$ cat config.mk
export PLATFORM = sky130hd
export DESIGN_NAME = stream_inject
export DESIGN_NICKNAME = d
export VERILOG_FILES = /design/src/rtl/router_pkg.sv /design/src/rtl/stream_fifo.sv /design/src/rtl/stream_inject.sv
export SDC_FILE = /design/constraint.sdc
export NUM_CORES = 1
export LEC_CHECK = 0
export CORE_AREA = 4 4 263 213
export DETAILED_ROUTE_END_ITERATION = 8
export DIE_AREA = 0 0 267 217
export PLACE_DENSITY = 0.82
export SYNTH_ARGS = -nofsm -noshare
export SYNTH_HDL_FRONTEND = slang
export SYNTH_SLANG_ARGS = --single-unit
$ cat constraint.sdc
create_clock -name clk -period 4.57 [get_ports clk]
set_input_delay 0.914 -clock clk [delete_from_list [all_inputs] [get_ports clk]]
set_output_delay 0.914 -clock clk [all_outputs]
set_load 0.02 [all_outputs]
$ cat src/rtl/router_pkg.sv
// Shared router stream definitions: default field widths and word helpers.
package router_pkg;

  localparam int unsigned default_net_width    = 4;
  localparam int unsigned default_data_width   = 128;
  localparam int unsigned default_stream_width = default_data_width + default_net_width;

  // Destination address sits in the top net_width bits of a stream word.
  function automatic logic [default_net_width-1:0] naddr_of(
    input logic [default_stream_width-1:0] word
  );
    return word[default_stream_width-1 -: default_net_width];
  endfunction

endpackage

$ cat src/rtl/stream_fifo.sv
// Small FIFO of stream words; head entry is read straight out of storage.
module stream_fifo #(
  parameter int unsigned width = 132,
  parameter int unsigned depth = 4
) (
  input  logic             clk,
  input  logic             rst,
  input  logic             push,
  input  logic [width-1:0] push_data,
  input  logic             pop,
  output logic [width-1:0] head,
  output logic             full,
  output logic             empty
);

  localparam int unsigned aw = $clog2(depth);
  localparam logic [aw:0] ptr_one = {{aw{1'b0}}, 1'b1};

  logic [aw:0]      wptr;
  logic [aw:0]      rptr;
  logic [width-1:0] mem [depth];

  // Extra MSB on each pointer distinguishes full from empty.
  assign empty = (wptr == rptr);
  assign full  = (wptr[aw] != rptr[aw]) && (wptr[aw-1:0] == rptr[aw-1:0]);
  assign head  = mem[rptr[aw-1:0]];

  always_ff @(posedge clk or posedge rst) begin
    if (rst) begin
      wptr <= '0;
      rptr <= '0;
    end else begin
      if (push && !full) wptr <= wptr + ptr_one;
      if (pop && !empty) rptr <= rptr + ptr_one;
    end
  end

  always_ff @(posedge clk) begin
    if (push && !full) mem[wptr[aw-1:0]] <= push_data;
  end

endmodule

$ cat src/rtl/stream_inject.sv
// Node-side injector: buffers core words toward the router, diverting
// self-addressed words to a one-entry loopback register.
module stream_inject
  import router_pkg::*;
#(
  parameter int unsigned net_width    = default_net_width,
  parameter int unsigned data_width   = default_data_width,
  parameter int unsigned stream_width = data_width + net_width,
  parameter int unsigned depth        = 4,
  parameter logic [net_width-1:0] self_addr = '0
) (
  input  logic                    clk,
  input  logic                    rst,
  input  logic                    core_valid,
  output logic                    core_ready,
  input  logic [net_width-1:0]    core_dest,
  input  logic [data_width-1:0]   core_data,
  output logic                    out_valid,
  input  logic                    out_ready,
  output logic [stream_width-1:0] out_stream,
  output logic                    loop_valid,
  input  logic                    loop_ready,
  output logic [data_width-1:0]   loop_data,
  output logic [15:0]             sent_count
);

  logic fifo_full;
  logic fifo_empty;
  logic accept;
  logic is_self;
  logic push;
  logic pop;

  // Ready deliberately ignores core_dest so it stays register-derived.
  assign core_ready = !fifo_full && !loop_valid;
  assign accept     = core_valid && core_ready;
  assign is_self    = (core_dest == self_addr);
  assign push       = accept && !is_self;
  assign out_valid  = !fifo_empty;
  assign pop        = out_valid && out_ready;

  stream_fifo #(
    .width (stream_width),
    .depth (depth)
  ) u_fifo (
    .clk       (clk),
    .rst       (rst),
    .push      (push),
    .push_data ({core_dest, core_data}),
    .pop       (pop),
    .head      (out_stream),
    .full      (fifo_full),
    .empty     (fifo_empty)
  );

  always_ff @(posedge clk or posedge rst) begin
    if (rst) begin
      loop_valid <= 1'b0;
      loop_data  <= '0;
    end else if (accept && is_self) begin
      loop_valid <= 1'b1;
      loop_data  <= core_data;
    end else if (loop_valid && loop_ready) begin
      loop_valid <= 1'b0;
    end
  end

  always_ff @(posedge clk or posedge rst) begin
    if (rst)      sent_count <= '0;
    else if (pop) sent_count <= sent_count + 16'd1;
  end

endmodule

==> flow_metrics.tcl <==
set metrics [dict create \
    grt_pass1_wl_um 83000 \
    avgSynthCellArea_um2 23.9 \
    regToRegEndpoint "loop_data[3]" \
    maxSlewViolCount 0 \
    place_inst 2171 \
    syn_area_um2 25400 \
    path_cells "buf_12, mux4_2, clkdlybuf4s50_1" \
    track_usage 0.188 \
    layout_commonest_cell "edfxtp_1" \
    wl_um 54100 \
    synth_seq_area_share 0.772 \
    synth_edf_count 528 \
    grt_max_degree 75 \
    seq_power_share 0.387 \
    comb_power_share 0.386 \
    hold_end "loop_data[5]" \
    fp.coreArea_um2 53400 \
    max-slew-margin-rel 0.269 \
    cts_made_buffers 67 \
    synth-main-ff-cell "edfxtp_1" \
    root_buffer "clkbuf_16" \
    cpPeakStageDelay_ns 0.89 \
    ys_ff_latch 679 \
    cts_sinks 679 \
    drtIter0Drc 814 \
    avgRoutedWirePerCell_um 23.6 \
    reg2reg_slack_ns 1.42 \
    ios 416 \
    post_cts_buffers 0 \
    clk_path_buf_depth 3 \
    cts_tree "done" \
    r2r_start "u_fifo.rptr[1]" \
    min_path_type "reg -> reg" \
    place.gp.congestion 0.793 \
    syn_inst 1063 \
    required_ns 3.66 \
    insertion_delay_ns 0.59 \
    area_delta_synth_final_pct 28.7 \
    status "completed" \
    worst_setup_path_start_kind "register" \
    drive_above_1_share 0.256 \
    nets 1681 \
    path_max_fanout 45 \
    ys_warn_count 0 \
    synthesis.nets 1206 \
    power.leakage_nw 11.8 \
    total_power_mw 23.4 \
    h-tree-depth 3 \
    portBuffers 415 \
    grt_overflow 0 \
    internal_power_mw 16.0 \
    rsz0062_at_grt "no" \
    worst_slew_pin_slew_ns 1.10 \
    yosysUniqueCellTypes 35 \
    final_cell_count_no_fill 2292 \
    path_class "reg -> out" \
    firstDrtPassIters 6 \
    vdd_drop_max_mv 0.416 \
    fin_tns_setup_ns 0 \
    min_path_cells 1 \
    maxCapViolCount 0 \
    drt.antenna.violating_nets 0 \
    path_clk_slew_ns 0.06 \
    die-area_um2 57900 \
    vias 12200 \
    setup_viol 0 \
    critical_path_arrival_ns 2.87 \
    cts_resized 0 \
    antenna_cells 0 \
    finalCriticalPeriod_ns 3.79 \
    clkPwrFrac 0.227 \
    cp_slowest_cell "dfrtp_4" \
    ys_async_sr_fraction 0.222 \
    finalHoldViolCount 0 \
    fin_crit_sh 0.828 \
    grt_pass1_vias 13400 \
    fin_skew_ns 0.0235 \
    max_freq_mhz 264 \
    viasPerCell 5.34 \
    antenna_found_initial 0 \
    ctsHoldBuffers 0 \
    fp.dieH_um 217 \
    start_util 0.476 \
    drc_errors 0 \
    power.share.switching 0.317 \
    powerDensity_nw_per_um2 716 \
    switchingPower_mw 7.42 \
    cp-end-kind "output pin" \
    ff2ff_path_depth 5 \
    final_cell_mix "edfxtp_1 (528), clkdlybuf4s50_1 (415), dfrtp_1 (149)" \
    dp_hpwl_um 34000 \
    fp.dieW_um 267 \
    std_cell_rows 76 \
    min-delay-start "loop_data[5]" \
]
==> routing by layer <==
layer  share of wire  wire length [um]  GRT usage  up-vias
met4           0.021              1130     0.0507        0
met1            0.41             21900      0.248     6447
li1                -                 -          -     5294
met3           0.070              3800     0.0547       85
met5               0                 0          0        -
met2            0.50             27200      0.310      417
==> synth_stat cells, drive strengths merged, types with 2 or more instances <==
master	count	area [um2]
mux2	129	1830
xnor2	13	114
and3	2	12.5
nor3	3	15.0
xor2	9	101
dfrtp	151	3780
edfxtp	528	15900
nor3b	3	27.5
nand3	5	25.0
and2	3	18.8
clkbuf	12	45.0
ha	6	75.1
nand4	7	43.8
nor2	3	11.3
buf	33	344
inv	4	15.0
mux4	132	2970
and4	3	26.3
nand2	9	33.8
==> cell families (layout without fill, tap and decap cells) <==
| logic type | after synthesis | after routing | synth area share |
|---|---|---|---|
| xor gates and xnor gates | 22 | 22 | 0.00846 |
| muxes | 261 | 261 | 0.189 |
| DFF | 679 | 679 | 0.772 |
| and+or+nand+nor | 43 | 43 | 0.0107 |
| AOI/OAI and AO/OA | 3 | 3 | 0.00103 |
| adders and majority gates | 6 | 6 | 0.00295 |
| buffers and inverters | 49 | 576 | 0.0159 |
==> power groups by stage <==
stage	clock network, mW	registers (mW)	logic [mW]
3_3_place_gp	0	9.07	9.07
6_report	5.31	9.06	9.04
3_5_place_dp	0	9.17	9.15
2_1_floorplan	0	9.73	4.33
4_1_cts	5.45	9.08	9.21
5_1_grt	5.74	9.21	9.50
==> critical path: cells and delay by family, from the launching register on <==
kind	cells	cell delay, ns
mux	1	0.38
flops	1	0.89
buf+inv	2	0.94
==> worst max path at each step <==
stage | slack [ns] | start | cells after the start | endpoint
3_3_place_gp | 1.13 | core_valid | 6 | u_fifo.mem[0][90]
4_1_cts | 0.72 | u_fifo.rptr[0] | 4 | out_stream[47]
3_5_place_dp | 1.14 | core_valid | 6 | u_fifo.mem[0][90]
5_1_grt | 0.65 | u_fifo.rptr[1] | 3 | out_stream[3]
6_report | 0.78 | u_fifo.rptr[1] | 3 | out_stream[3]
2_1_floorplan | 0.81 | core_valid | 3 | u_fifo.mem[0][0]
==> metrics by stage <==
stage	setup WS (ns)	area [um2]	hold WS, ns	util
after global placement	1.13	30600	0.464	0.572
after detailed placement	1.14	30600	0.480	0.572
after CTS	0.725	32700	0.494	0.612
after global routing	0.646	32700	0.512	0.612
final	0.784	32700	0.492	0.612
after floorplan	0.814	25400	0.493	-
==> registers in the layout, indices dropped and copies added, names as in the netlist <==
name / flops
u_fifo.mem: 528
u_fifo.rptr: 3
sent_count: 16
u_fifo.wptr: 3
loop_data: 128
loop_valid: 1
==> area by class of cell <==
| class | count | area (um2) |
|---|---|---|
| Inverter | 4 | 18.8 |
| Tap cell | 702 | 878 |
| Timing Repair Buffer | 451 | 4650 |
| Sequential cell | 679 | 19600 |
| Clock buffer | 92 | 1910 |
| Fill cell | 3601 | 20700 |
| Multi-Input combinational cell | 335 | 5400 |
| Clock inverter | 29 | 220 |
No activity file was read; power rests on OpenSTA's default activity.
